$ cat src/rtl/genfifo_pkg.sv
// Shared constants and types for the single- and dual-clock FIFO family.
package genfifo_pkg;

  localparam int GENFIFO_ADDR_WIDTH    = 4;
  localparam int GENFIFO_DATA_WIDTH    = 8;
  localparam int GENFIFO_AEMPTY_THRESH = 2;

  // Default almost-full point sits two words below full.
  function automatic int genfifo_afull_default(input int aw);
    return (1 << aw) - 2;
  endfunction

  typedef struct packed {
    logic full;
    logic empty;
    logic afull;
    logic aempty;
  } genfifo_flags_t;

endpackage

$ cat src/rtl/genfifo_sc_ram.sv
// Single-clock storage: registered write, read port combinational (GENFIFO_FWFT_EN)
// or registered with a resettable output register (default).
module genfifo_sc_ram
  import genfifo_pkg::*;
#(
  parameter int ADDR_WIDTH = GENFIFO_ADDR_WIDTH,
  parameter int DATA_WIDTH = GENFIFO_DATA_WIDTH
) (
  input  logic                  i_clk,
  input  logic                  i_rst,
  input  logic                  i_we,
  input  logic [ADDR_WIDTH-1:0] i_waddr,
  input  logic [DATA_WIDTH-1:0] i_wdata,
  input  logic                  i_re,
  input  logic [ADDR_WIDTH-1:0] i_raddr,
  output logic [DATA_WIDTH-1:0] o_rdata
);

  localparam int DEPTH = 1 << ADDR_WIDTH;

  logic [DATA_WIDTH-1:0] r_mem [DEPTH];

  // Storage is deliberately not reset; the control logic keeps stale words off dout.
  always_ff @(posedge i_clk) begin
    if (i_we) r_mem[i_waddr] <= i_wdata;
  end

`ifdef GENFIFO_FWFT_EN
  logic w_unused;
  assign w_unused = &{1'b0, i_rst, i_re};
  assign o_rdata  = r_mem[i_raddr];
`else
  logic [DATA_WIDTH-1:0] r_rdata;
  always_ff @(posedge i_clk) begin
    if (i_rst)     r_rdata <= '0;
    else if (i_re) r_rdata <= r_mem[i_raddr];
  end
  assign o_rdata = r_rdata;
`endif

endmodule

$ cat src/rtl/genfifo_sc.sv
// Single-clock FIFO: pointers, occupancy count, flags and error pulses.
// Define GENFIFO_FWFT_EN for first-word-fall-through reads; default is registered read.
module genfifo_sc
  import genfifo_pkg::*;
#(
  parameter int ADDR_WIDTH    = GENFIFO_ADDR_WIDTH,
  parameter int DATA_WIDTH    = GENFIFO_DATA_WIDTH,
  parameter int AFULL_THRESH  = genfifo_afull_default(ADDR_WIDTH),
  parameter int AEMPTY_THRESH = GENFIFO_AEMPTY_THRESH
) (
  input  logic                  i_clk,
  input  logic                  i_rst,
  input  logic                  i_we,
  input  logic [DATA_WIDTH-1:0] i_di,
  input  logic                  i_re,
  output logic [DATA_WIDTH-1:0] o_dout,
  output logic                  o_rd_valid,
  output logic                  o_full,
  output logic                  o_empty,
  output logic                  o_afull,
  output logic                  o_aempty,
  output logic [ADDR_WIDTH:0]   o_count,
  output logic                  o_overflow,
  output logic                  o_underflow
);

  localparam int                CW        = ADDR_WIDTH + 1;
  localparam logic [ADDR_WIDTH:0] LP_DEPTH  = CW'(1 << ADDR_WIDTH);
  localparam logic [ADDR_WIDTH:0] LP_ONE    = CW'(1);
  localparam logic [ADDR_WIDTH:0] LP_AFULL  = CW'(AFULL_THRESH);
  localparam logic [ADDR_WIDTH:0] LP_AEMPTY = CW'(AEMPTY_THRESH);

  logic [ADDR_WIDTH:0]   r_wptr, r_rptr, r_count;
  logic                  r_ovf, r_udf;
  logic                  w_wr_acc, w_rd_acc;
  logic [DATA_WIDTH-1:0] w_rdata;
  genfifo_flags_t        w_flags;

  // Flags come from the count register only, never from we/re.
  always_comb begin
    w_flags        = '0;
    w_flags.full   = (r_count == LP_DEPTH);
    w_flags.empty  = (r_count == '0);
    w_flags.afull  = (r_count >= LP_AFULL);
    w_flags.aempty = (r_count <= LP_AEMPTY);
  end

  assign w_wr_acc = i_we & ~w_flags.full  & ~i_rst;
  assign w_rd_acc = i_re & ~w_flags.empty & ~i_rst;

  always_ff @(posedge i_clk) begin
    if (i_rst) begin
      r_wptr  <= '0;
      r_rptr  <= '0;
      r_count <= '0;
      r_ovf   <= 1'b0;
      r_udf   <= 1'b0;
    end else begin
      if (w_wr_acc) r_wptr <= r_wptr + LP_ONE;
      if (w_rd_acc) r_rptr <= r_rptr + LP_ONE;
      case ({w_wr_acc, w_rd_acc})
        2'b10:   r_count <= r_count + LP_ONE;
        2'b01:   r_count <= r_count - LP_ONE;
        default: r_count <= r_count;
      endcase
      r_ovf <= i_we & w_flags.full;
      r_udf <= i_re & w_flags.empty;
    end
  end

  genfifo_sc_ram #(
    .ADDR_WIDTH(ADDR_WIDTH),
    .DATA_WIDTH(DATA_WIDTH)
  ) u_ram (
    .i_clk   (i_clk),
    .i_rst   (i_rst),
    .i_we    (w_wr_acc),
    .i_waddr (r_wptr[ADDR_WIDTH-1:0]),
    .i_wdata (i_di),
    .i_re    (w_rd_acc),
    .i_raddr (r_rptr[ADDR_WIDTH-1:0]),
    .o_rdata (w_rdata)
  );

`ifdef GENFIFO_FWFT_EN
  assign o_dout     = w_flags.empty ? '0 : w_rdata;
  assign o_rd_valid = ~w_flags.empty;
`else
  logic r_rd_valid;
  always_ff @(posedge i_clk) begin
    if (i_rst) r_rd_valid <= 1'b0;
    else       r_rd_valid <= w_rd_acc;
  end
  assign o_dout     = w_rdata;
  assign o_rd_valid = r_rd_valid;
`endif

  assign o_full      = w_flags.full;
  assign o_empty     = w_flags.empty;
  assign o_afull     = w_flags.afull;
  assign o_aempty    = w_flags.aempty;
  assign o_count     = r_count;
  assign o_overflow  = r_ovf;
  assign o_underflow = r_udf;

endmodule
$ cat config.mk
export PLATFORM = sky130hd
export DESIGN_NAME = genfifo_sc
export DESIGN_NICKNAME = d
export VERILOG_FILES = /design/src/rtl/genfifo_pkg.sv /design/src/rtl/genfifo_sc_ram.sv /design/src/rtl/genfifo_sc.sv
export SDC_FILE = /design/constraint.sdc
export NUM_CORES = 1
export LEC_CHECK = 0
export ABC_AREA = 1
export BUFFER_PORTS_ARGS = -buffer_cell sky130_fd_sc_hd__buf_2
export CORE_AREA = 2 2 103 105
export CTS_CLUSTER_SIZE = 24
export DETAILED_ROUTE_END_ITERATION = 8
export DIE_AREA = 0 0 105 107
export MAX_ROUTING_LAYER = met4
export PLACE_DENSITY = 0.85
export SYNTH_ARGS = -nofsm -noshare
export SYNTH_HDL_FRONTEND = slang
export SYNTH_SLANG_ARGS = --single-unit
$ cat constraint.sdc
create_clock -name i_clk -period 5.05 [get_ports i_clk]
set_clock_uncertainty 0.05 [all_clocks]
set_input_delay 0.7575 -clock i_clk [delete_from_list [all_inputs] [get_ports i_clk]]
set_output_delay 0.7575 -clock i_clk [all_outputs]
set_load 0.02 [all_outputs]
==> flow_metrics.env, run 1 <==
export IMPL_outcome="complete, no violations"
export IMPL_worstSkewPairLatency_ns=0.53
export IMPL_grt_pass1_wl_um=22280
export IMPL_track_usage=0.2769
export IMPL_cts_sinks=152
export IMPL_syn_nets=657
export IMPL_vias_per_cell=5.756
export IMPL_syn_inst=635
export IMPL_cts_tree="done"
export IMPL_drt_iter0_drc=515
export IMPL_h_tree_depth=4
export IMPL_area_growth_syn_to_layout_pct=13.13
export IMPL_fill_cells=690
export IMPL_vias=4645
export IMPL_totalWireLength_um=14290
export IMPL_crit_required_ns=5.46
export IMPL_multiInputGateArea_um2=1797
export IMPL_cp_slowest_cell="fa_1"
export IMPL_max_stage_delay_ns=0.42
export IMPL_cts_resized=0
export IMPL_setup_violations=0
export IMPL_initial_core_util=0.6401
export IMPL_first_global_vias=4289
export IMPL_cpLargestDelayFamily="simple AND/OR/NAND/NOR gates"
export IMPL_cts_setup_buffers=0
export IMPL_gr_total_overflow=0
export IMPL_cellPowerDensity_nw_per_um2=435.0
export IMPL_slew_headroom=0.2593
export IMPL_finalMaxSlewViolations=0
export IMPL_leakage_uw=0.003051
export IMPL_grt_max_degree=69
export IMPL_crit_buf_inv=1
export IMPL_dieArea_um2=11240
export IMPL_ys_seq_area_frac=0.6694
export IMPL_die_h_um=107
export IMPL_cp_max_fo=14
export IMPL_fin_nets=680
export IMPL_wl_met1_um=5324
export IMPL_peakVddDrop_mv=0.3033
export IMPL_dpl_cell_area_um2=6643
export IMPL_port_buffers=31
export IMPL_gp_congestion=0.8868
export IMPL_row_count=37
export IMPL_dr_wl_met3_um=1211
export IMPL_cp_end_kind="register"
export IMPL_max_cap_violations=0
export IMPL_synth_edf_count=128
export IMPL_path_class="register to register"
export IMPL_top_layer_used="met4"
export IMPL_cp_common_cell="nand2_1"
export IMPL_holdBufCountCts=0
export IMPL_clockRootBuffer="clkbuf_8"
export IMPL_layout_common_cells="228 x nand2_1, 128 x edfxtp_1, 71 x nand3_1"
export IMPL_grt_setup_unrepaired="no"
export IMPL_clkTransAtPathRegs_ns=0.06
export IMPL_crit_chain="nor2_1 > nand4_1 > nand2_1 > inv_1 > ha_1 > fa_1 > a21oi_1 > nor2_1 > nor2_1 > nand2_1 > nand2_1 > nand2_1 > a21oi_1"
export IMPL_setup_slack_ns=2.117
export IMPL_io_pins=32
export IMPL_reg2reg_slack_ns=2.12
export IMPL_post_drt_wl_per_cell_um=17.70
export IMPL_wl_met2_um=7267
export IMPL_drt_drc_violations_left=0
export IMPL_antenna_found_initial=0
export IMPL_dr_pass1_iters=5
export IMPL_ys_warn_count=0
export IMPL_fin_area_um2=7308
export IMPL_coreArea_um2=10090
export IMPL_total_power_uw=3179
export IMPL_hold_viol=0
export IMPL_die_w_um=105
export IMPL_avgSynthCellArea_um2=10.17
export IMPL_clockBufferDepth=2
export IMPL_ant_nets=0
export IMPL_arrival_ns=3.34
export IMPL_synthArstFlopShare=0
export IMPL_worst_slew_pin_slew_ns=1.109
export IMPL_holdWs_ns=0.4299
export IMPL_dp_slack_ns=1.835
export IMPL_drive_gt1_frac=0.1028
export IMPL_syn_cell_area_um2=6460
export IMPL_cp_start_kind="register"
export IMPL_synth_seq_cells=152
export IMPL_post_dp_hpwl_um=8481
export IMPL_synth_distinct_cells=25
export IMPL_antennaDiodeCount=0
export IMPL_layout_commonest_cell="nand2_1"
export IMPL_numCtsBuffers=17
export IMPL_synthFlopType="edfxtp_1"
export IMPL_ff_latch_area_um2=4325
export IMPL_fin_crit_sh=0.5808
export IMPL_fmax_mhz=341.0
export IMPL_hold_path_class="input port to register"
export IMPL_fin_crit_ns=2.933
export IMPL_fin_tns_setup_ns=0
[path summary, 6_finish.rpt]
check / to / from / cells past startpoint
setup / recovery: o_count[4] / o_count[1] / 13
hold / removal: o_overflow / i_we / 3
setup reg to reg: o_count[4] / o_count[1] / 13
hold reg to reg: u_ram.o_rdata[3] / u_ram.o_rdata[3] / 2
[cell usage after synthesis, drive strengths merged, types with 2 or more instances]
| cell | number | share of area |
|---|---|---|
| nand3 | 71 | 0.055 |
| nor3 | 4 | 0.0031 |
| nand4 | 2 | 0.0019 |
| clkbuf | 4 | 0.0023 |
| inv | 47 | 0.027 |
| o211ai | 2 | 0.0023 |
| nand2 | 228 | 0.13 |
| a21oi | 11 | 0.0085 |
| edfxtp | 128 | 0.60 |
| o21ai | 20 | 0.015 |
| buf | 25 | 0.022 |
| ha | 9 | 0.017 |
| nor2 | 52 | 0.030 |
| xor2 | 3 | 0.0041 |
| dfxtp | 24 | 0.074 |
[worst register-to-register path: stages, from the launching register on]
cell     delay (ns)
dfxtp_1        0.39
nor2_1         0.15
nand4_1        0.14
nand2_1        0.37
inv_1          0.29
ha_1           0.36
fa_1           0.42
a21oi_1        0.16
nor2_1         0.08
nor2_1         0.12
nand2_1        0.07
nand2_1        0.07
nand2_1        0.05
a21oi_1        0.13
[report_power, final]
group | leakage, uW | switching [uW] | internal, uW
registers | 0.00135 | 22.3 | 1390
clock network | 0.000316 | 494 | 907
logic | 0.00139 | 259 | 105
total | 0.00305 | 776 | 2400
[layout make-up]
cell class                 count  area share
sequential                   152      0.5919
multi-input combinational    406      0.2458
clock buffer                  18     0.05718
clock inverter                14     0.03390
inverter                      48     0.02465
timing repair buffer          33     0.02328
tap                          136     0.02328
[cells by family (layout without fill, tap and decap cells)]
| group | after synthesis | count (layout) | share of synthesized area |
|---|---|---|---|
| simple gates | 358 | 358 | 0.2247 |
| fa+ha+maj | 10 | 10 | 0.02053 |
| compound gates | 35 | 35 | 0.02886 |
| xor+xnor | 3 | 3 | 0.004068 |
| buf+inv | 77 | 113 | 0.05249 |
| flops | 152 | 152 | 0.6694 |
[through the flow]
step | instances | util
after global routing | 807 | 0.7242
after global placement | 775 | 0.6582
after CTS | 807 | 0.7242
final | 807 | 0.7242
after detailed placement | 775 | 0.6582
after floorplan | 635 | -
[state kept, by name, indices dropped and copies added (netlist names)]
register       cells
r_wptr             4
o_underflow        1
u_ram.o_rdata      8
r_rptr             4
o_count            5
o_overflow         1
o_rd_valid         1
u_ram.r_mem      128
[routing by layer]
layer / track usage / vias up
met1: 0.3363 / 2202
met3: 0.06201 / 45
met4: 0.1305 / 0
met2: 0.4467 / 251
li1: - / 2147
met5: - / -
Note: power is estimated with default switching activity, not from simulation.
==> inputs of run 2 (changes only) <==
Settings changed: CORE_AREA 2 2 103 105 to 2 2 112 114, DIE_AREA 0 0 105 107 to 0 0 114 116, PLACE_DENSITY 0.85 to 0.76.
Clock period 5.05 ns to 2.65 ns, I/O delays scaled along.
==> run 2 against run 1 <==
  * Worst hold slack worse by 0.26 ns
  * Combinational power is 98% higher
  * Wire length is 3.0% lower
  * Setup slack worse by 1.7 ns
  * Cell area is 2.5% higher
  * Critical path type unchanged
  * Critical endpoint unchanged
  * Highest routed layer unchanged
==> flow_metrics.env, run 2 (synthesis results as in run 1) <==
export IMPL_dp_slack_ns=0.3806
export IMPL_io_pins=32
export IMPL_max_cap_violations=0
export IMPL_outcome="complete, no violations"
export IMPL_crit_chain="nor2_1 > nand4_1 > nand2_1 > ha_1 > fa_1 > a21oi_1 > nor2_1 > nor2_1 > nand2_1 > nand2_1 > nand2_1 > a21oi_1"
export IMPL_clockRootBuffer="clkbuf_16"
export IMPL_ant_nets=0
export IMPL_drive_gt1_frac=0.1286
export IMPL_reg2reg_slack_ns=0.38
export IMPL_antennaDiodeCount=0
export IMPL_dp_cells=808
export IMPL_fill_cells=939
export IMPL_cp_end_kind="register"
export IMPL_setup_slack_ns=0.3788
export IMPL_track_usage=0.2353
export IMPL_switching_power_uw=1454
export IMPL_drt_drc_violations_left=0
export IMPL_worst_slew_pin_slew_ns=0.7082
export IMPL_gr_total_overflow=0
export IMPL_crit_required_ns=2.95
export IMPL_clkTransAtPathRegs_ns=0.06
export IMPL_port_buffers=31
export IMPL_crit_reg2reg_launch="o_count[1]"
export IMPL_combPwrFrac=0.119
export IMPL_cp_slowest_cell="dfxtp_1"
export IMPL_fin_crit_ns=2.271
export IMPL_cts_resized=0
export IMPL_arrival_ns=2.57
export IMPL_dieArea_um2=13220
export IMPL_h_tree_depth=4
export IMPL_fin_nets=702
export IMPL_antenna_found_initial=0
export IMPL_hold_viol=0
export IMPL_coreArea_um2=11910
export IMPL_swShare=0.2392
export IMPL_holdBufCountCts=0
export IMPL_totalWireLength_um=13860
export IMPL_grt_max_degree=68
export IMPL_total_power_uw=6077
export IMPL_holdWs_ns=0.1713
export IMPL_multiInputGateArea_um2=1797
export IMPL_crit_end="o_count[4]"
export IMPL_vias=4483
export IMPL_worstSkewPairLatency_ns=0.42
export IMPL_fin_crit_sh=0.8571
export IMPL_largest_reg_flops=128
export IMPL_finalMaxSlewViolations=0
export IMPL_clockBufferDepth=2
export IMPL_cp_start_kind="register"
export IMPL_area_growth_syn_to_layout_pct=15.94
export IMPL_grt_setup_unrepaired="no"
export IMPL_cellPowerDensity_nw_per_um2=811.4
export IMPL_leakage_uw=0.003170
export IMPL_numCtsBuffers=17
export IMPL_seqPwrFrac=0.443
export IMPL_hold_path_class="input port to register"
export IMPL_layout_commonest_cell="nand2_1"
export IMPL_cts_setup_buffers=0
export IMPL_cts_sinks=152
export IMPL_fin_tns_setup_ns=0
export IMPL_path_class="register to register"
export IMPL_die_w_um=114
export IMPL_cts_tree="done"
export IMPL_setup_violations=0
export IMPL_row_count=40
export IMPL_peakVddDrop_mv=0.5097
export IMPL_drt_iter0_drc=365
export IMPL_top_register="u_ram.r_mem"
export IMPL_slew_headroom=0.5279
export IMPL_die_h_um=116
export IMPL_gp_congestion=0.8453
export IMPL_dr_pass1_iters=5
export IMPL_first_global_vias=4228
export IMPL_cp_max_fo=7
export IMPL_initial_core_util=0.5423
export IMPL_post_dp_hpwl_um=8734
export IMPL_grt_pass1_wl_um=21920
export IMPL_power_frac_clock=0.438
export IMPL_cp_common_cell="nand2_1"
export IMPL_internal_power_uw=4624
export IMPL_vias_per_cell=5.343
export IMPL_ff_latch_area_um2=4325
export IMPL_rr_worst_depth=12
export IMPL_max_stage_delay_ns=0.45
export IMPL_fmax_mhz=440.3
export IMPL_r2r_end="o_count[4]"
export IMPL_finalNonFillerCells=839
export IMPL_layout_common_cells="228 x nand2_1, 128 x edfxtp_1, 71 x nand3_1"
export IMPL_post_drt_wl_per_cell_um=16.52
export IMPL_critPathLaunch="o_count[1]"
## run 2: cell count changes in the layout (fill, tap and decap cells not counted)
cell	delta
clkinv_4	-4
clkbuf_16	+1
clkinv_2	+2
buf_4	+21
clkbuf_8	-1
clkinv_1	+1
buf_12	+1
## run 2: critical path, delay by kind of cell (launching register included)
kind / cells / cell delay, ns
DFF: 1 / 0.45
AOI/OAI and AO/OA: 2 / 0.26
and+or+nand+nor: 8 / 0.68
adders and majority gates: 2 / 0.75
## run 2: per-layer routing
| metal | vias up | global-route usage | share of wire |
|---|---|---|---|
| li1 | 2194 | - | - |
| met1 | 2070 | 0.2972 | 0.42 |
| met2 | 185 | 0.3615 | 0.48 |
| met3 | 34 | 0.05126 | 0.063 |
| met4 | 0 | 0.1203 | 0.033 |
| met5 | - | - | 0 |
## run 2: layout make-up
| type | instances | share of cell area |
|---|---|---|
| flip-flops and latches | 152 | 0.5775 |
| repair buffers | 55 | 0.04644 |
| clock inverters | 13 | 0.03024 |
| well taps | 147 | 0.02456 |
| multi-input cells | 406 | 0.2399 |
| inverters | 48 | 0.02406 |
| clock buffers | 18 | 0.05730 |
## run 2: worst min path at each step
stage,from,end,depth (start not counted)
finish,i_re,o_underflow,3
global route,i_we,o_overflow,3
CTS,i_we,o_overflow,3
detailed placement,u_ram.o_rdata[5],u_ram.o_rdata[5],2
global placement,u_ram.o_rdata[3],u_ram.o_rdata[3],2
floorplan,r_wptr[2],r_wptr[2],2
## run 2: metrics by stage
| stage | cell area (um^2) | util |
|---|---|---|
| after detailed placement | 6834 | 0.5737 |
| after floorplan | 6460 | - |
| after CTS | 7490 | 0.6288 |
| after global routing | 7490 | 0.6288 |
| final | 7490 | 0.6288 |
| after global placement | 6834 | 0.5737 |
## run 2: power groups by stage
stage | sequential [uW] | clock (uW) | combinational, uW
global route | 2700 | 2780 | 804
global placement | 2740 | 0 | 707
detailed placement | 2740 | 0 | 715
CTS | 2690 | 2680 | 722
finish | 2690 | 2660 | 724
floorplan | 2790 | 0 | 443
